--- src/rtl/conv3x3_stream.sv ---
// Sequential 3x3 valid convolution over a latched 16x16 padded map. The 14x14
// results stream out in row-major order under a valid/ready handshake.
module conv3x3_stream #(
  parameter bit RELU = 1'b1
) (
  input  logic          clk,
  input  logic          rst_n,
  input  logic          start,
  input  logic [0:1023] input_matrix,
  input  logic [0:35]   kernel,
  output logic [11:0]   out_data,
  output logic [3:0]    out_row,
  output logic [3:0]    out_col,
  output logic          out_valid,
  input  logic          out_ready,
  output logic          busy,
  output logic          done
);

  typedef enum logic [1:0] {IDLE, RUN, DONE} state_t;

  state_t            state_reg;
  logic [0:1023]     map_reg;
  logic [0:35]       kern_reg;
  logic [3:0]        row_reg;
  logic [3:0]        col_reg;
  logic              valid_reg;
  logic              busy_reg;
  logic              done_reg;
  logic signed [8:0] prod [9];
  logic signed [11:0] sum;

  // One 9-bit product per tap; row/col stay <= 13, so the +2 offset fits 4 bits.
  generate
    for (genvar gi = 0; gi < 3; gi++) begin : g_krow
      for (genvar gj = 0; gj < 3; gj++) begin : g_kcol
        logic [3:0] pix_row;
        logic [3:0] pix_col;
        logic [9:0] pix_idx;
        logic [3:0] pix;
        logic [3:0] wt;
        assign pix_row = row_reg + 4'(gi);
        assign pix_col = col_reg + 4'(gj);
        assign pix_idx = {pix_row, pix_col, 2'b00};
        assign pix     = map_reg[pix_idx +: 4];
        assign wt      = kern_reg[(gi*3+gj)*4 +: 4];
        assign prod[gi*3+gj] = $signed({5'b00000, pix}) * $signed({{5{wt[3]}}, wt});
      end
    end
  endgenerate

  always_comb begin
    sum = '0;
    for (int k = 0; k < 9; k++) begin
      sum = sum + $signed({{3{prod[k][8]}}, prod[k]});
    end
  end

  assign out_data  = (RELU && sum[11]) ? 12'd0 : sum;
  assign out_row   = row_reg;
  assign out_col   = col_reg;
  assign out_valid = valid_reg;
  assign busy      = busy_reg;
  assign done      = done_reg;

  always_ff @(posedge clk or negedge rst_n) begin
    if (!rst_n) begin
      state_reg <= IDLE;
      map_reg   <= '0;
      kern_reg  <= '0;
      row_reg   <= '0;
      col_reg   <= '0;
      valid_reg <= 1'b0;
      busy_reg  <= 1'b0;
      done_reg  <= 1'b0;
    end else begin
      case (state_reg)
        IDLE: begin
          if (start) begin
            state_reg <= RUN;
            map_reg   <= input_matrix;
            kern_reg  <= kernel;
            row_reg   <= '0;
            col_reg   <= '0;
            valid_reg <= 1'b1;
            busy_reg  <= 1'b1;
          end
        end
        RUN: begin
          if (out_ready) begin
            if (col_reg == 4'd13) begin
              // Last position keeps the counters at (13,13) while leaving RUN.
              if (row_reg == 4'd13) begin
                state_reg <= DONE;
                valid_reg <= 1'b0;
                done_reg  <= 1'b1;
              end else begin
                col_reg <= '0;
                row_reg <= row_reg + 4'd1;
              end
            end else begin
              col_reg <= col_reg + 4'd1;
            end
          end
        end
        DONE: begin
          state_reg <= IDLE;
          done_reg  <= 1'b0;
          busy_reg  <= 1'b0;
        end
        default: begin
          state_reg <= IDLE;
          valid_reg <= 1'b0;
          busy_reg  <= 1'b0;
          done_reg  <= 1'b0;
        end
      endcase
    end
  end

endmodule
--- config.mk ---
export PLATFORM = sky130hd
export DESIGN_NAME = conv3x3_stream
export DESIGN_NICKNAME = d
export VERILOG_FILES = /design/src/rtl/conv3x3_stream.sv
export SDC_FILE = /design/constraint.sdc
export NUM_CORES = 2
export LEC_CHECK = 0
export CAP_MARGIN = 10
export CELL_PAD_IN_SITES_DETAIL_PLACEMENT = 0
export CELL_PAD_IN_SITES_GLOBAL_PLACEMENT = 1
export CORE_ASPECT_RATIO = 2
export CORE_MARGIN = 2
export CORE_UTILIZATION = 39
export CTS_CLUSTER_SIZE = 10
export DETAILED_ROUTE_END_ITERATION = 10
export PLACE_DENSITY_LB_ADDON = 0.1
export SLEW_MARGIN = 10
export SYNTH_ARGS = -nofsm -noshare
export SYNTH_HDL_FRONTEND = slang
export SYNTH_SLANG_ARGS = --single-unit
--- constraint.sdc ---
create_clock -name clk -period 11.9 [get_ports clk]
set_input_delay 2.38 -clock clk [delete_from_list [all_inputs] [get_ports clk]]
set_output_delay 2.38 -clock clk [all_outputs]
set_load 0.01 [all_outputs]
==> flow_summary.ini <==
[setup_path]
required_ns = 9.52
r2r_cells = 6
critPathKind = reg2out
crit_fanout = 7
slowest_stage = fa_2
arrival_ns = 10.25
cp-end-kind = primary output
crit_path_start_kind = flop
path_common_cell = fa_1
slowest_delay_ns = 0.63

[detailed_routing]
vias = 66270
drtIter0Drc = 5846
wl_um = 372200
wl_met2_um = 184700
wl_met3_um = 25570
firstDrtPassIters = 6
drc = 0
detail_route.wl_per_cell_um = 32.85
ant_nets = 0
vias_per_cell = 5.850
highest_layer = met5
drt-met1-wl_um = 126300

[floorplanning]
die_area_um2 = 194300
ios = 1087
die_h_um = 621.4
core_um2 = 189500
dieWidth_um = 312.7
start_util_pct = 39.23
placementRows = 226

[sta]
slew-limit-headroom_pct = 22.82
hold_violations = 0
rsz0062_at_grt = true
layout_setup_ws_ns = -0.7350
final-setup-viol-count = 11
skew_ns = 0.04021
holdWs_ns = 0.5180
period_minus_slack_ns = 12.63
max_freq_ghz = 0.07915
maxSlewViolCount = 0
worst_pin_slew_ns = 1.158
period_share_pct = 106.2

[clock_network]
cts_buffers = 119
cts_sinks = 1073
postCtsHoldBufs = 0
insertion_delay_ns = 0.79
cts_tree = yes
clockBufferDepth = 3
root_buffer = clkbuf_16
cts_max_level = 3
path_clk_slew_ns = 0.06

[global_route]
grt_max_degree = 206
grt_pass1_vias = 69550
grt_overflow = 0
antenna_found_initial = 33
grt_pass1_wl_um = 521000
grtUsageTotal_pct = 37.97

[place]
gp_congestion = 1.061
io_buffers = 1085
pre_cts_ws_ns = -0.7371
hpwlAfterDp_um = 293900

[logic_synthesis]
synthArstFlopShare_pct = 100.0
ys_ff_latch = 1073
netlist-cell-type-count = 56
synth_area_per_cell_um2 = 10.24
synth-main-ff-cell = dfrtp_1
syn_area_um2 = 74320
syn-instance-count = 7257
yosysWarnings = 0
synth_edf_count = 0
synth_nets = 8586
ys_seq_area_share_pct = 36.13

[finish]
largest_register_ffs = 1024
final_cell_mix = 3442 x nand2_1, 1073 x clkdlybuf4s50_1, 1068 x dfrtp_1, 949 x mux4_2, 657 x buf_4
final_common_cell = nand2_1
syn2layout_area_growth_pct = 32.68
drive_gt1_share_pct = 23.85
finish.net_count = 10110

[min_path]
hold_depth = 2
min_path_type = reg2reg

[run_status]
violations = setup timing
status = finished, violations left

[run]
cap_violations = 0
## layer usage
layer	up-vias	GRT usage [%]
li1	27990	-
met1	33710	42.12
met2	3517	64.28
met3	1029	6.978
met4	30	29.24
met5	-	0
## what timing repair did
item                       4_1_cts  5_1_grt
setup endpoints to repair       11       11
gates resized for setup        113      137
cloned                           8       10
buffers inserted                43       74
pin swaps                       30       44
## cell usage after synthesis, types with 3 or more instances
| cell type | n | area [um^2] |
|---|---|---|
| a2111oi_0 | 3 | 26.28 |
| a211oi_1 | 3 | 22.52 |
| a21o_1 | 6 | 45.04 |
| a21oi_1 | 34 | 170.2 |
| a221oi_1 | 7 | 61.31 |
| a22o_1 | 8 | 70.07 |
| a22oi_1 | 43 | 322.8 |
| a311oi_1 | 6 | 52.55 |
| a31oi_1 | 4 | 25.02 |
| a32oi_1 | 7 | 61.31 |
| and2_1 | 85 | 531.8 |
| and3_1 | 5 | 31.28 |
| buf_1 | 25 | 93.84 |
| buf_2 | 116 | 580.6 |
| buf_4 | 62 | 465.5 |
| buf_6 | 9 | 101.4 |
| clkbuf_1 | 308 | 1156 |
| dfrtp_1 | 1073 | 26850 |
| fa_1 | 169 | 3383 |
| ha_1 | 96 | 1201 |
| inv_1 | 226 | 848.3 |
| mux2_2 | 30 | 337.8 |
| mux2i_1 | 119 | 1191 |
| mux4_2 | 949 | 21370 |
| nand2_1 | 3449 | 12950 |
| nand2b_1 | 8 | 50.05 |
| nand3_1 | 58 | 290.3 |
| nand4_1 | 14 | 87.58 |
| nor2_1 | 93 | 349.1 |
| nor2b_1 | 11 | 68.82 |
| nor3_1 | 23 | 115.1 |
| nor4_1 | 4 | 25.02 |
| o211a_1 | 3 | 30.03 |
| o211ai_1 | 35 | 262.8 |
| o21ai_0 | 65 | 325.3 |
| o21ai_1 | 3 | 15.01 |
| o21bai_1 | 4 | 30.03 |
| o221ai_1 | 11 | 96.34 |
| o22ai_1 | 28 | 175.2 |
| or2_2 | 9 | 56.30 |
| or3_1 | 4 | 25.02 |
| xnor2_1 | 21 | 183.9 |
| xor2_1 | 5 | 43.79 |
## metrics by stage
stage	instances	TNS [ns]	util [%]	area, um^2
CTS	11230	-9.110	51.23	97060
detailed placement	11040	-6.736	49.01	92850
finish	11330	-7.456	52.05	98610
floorplan	7257	0	-	74330
global placement	11040	-7.610	49.01	92850
global route	11320	-10.02	52.04	98600
## worst max-delay path: cells and delay by family (launching register included)
kind	cells	cell delay, ns
AOI/OAI and AO/OA	9	1.61
adders and majority gates	10	4.50
and+or+nand+nor	3	0.70
buffers and inverters	12	1.45
DFF	1	0.52
muxes	2	0.54
xor gates and xnor gates	1	0.12
## area by class of cell
type	instances	area (um^2)
clock buffer	129	3035
antenna	20	50.05
timing repair buffer	1923	19530
fill	17400	90850
clock inverter	11	171.4
tap	2508	3138
multi-input combinational	5435	44960
inverter	229	864.6
sequential	1073	26870
## cells by family (layout without fill, tap and decap cells)
family	after synthesis	in the layout	share of synthesized area (%)
AO/OA/AOI/OAI	276	276	2.483
AND/OR/NAND/NOR	3766	3766	19.65
buffers and inverters	749	2292	4.382
XOR/XNOR	29	29	0.3721
flip-flops	1073	1073	36.13
adder cells (fa/ha/maj)	265	265	6.168
other	1	21	0.005046
multiplexers	1098	1098	30.81
## worst paths after layout
check	start	end	slack, ns
setup / recovery	out_col[1]	out_data[0]	-0.73
hold / removal	busy	busy	0.52
setup reg to reg	state_reg[0]	map_reg[424]	8.44
hold reg to reg	busy	busy	0.52
max in group asynchronous	rst_n	out_col[1]	7.96
min in group asynchronous	rst_n	map_reg[941]	1.60
Power is left out: the tool's default activity adds up to more than one toggle a clock period on the data nets, which glitch-free logic cannot reach.
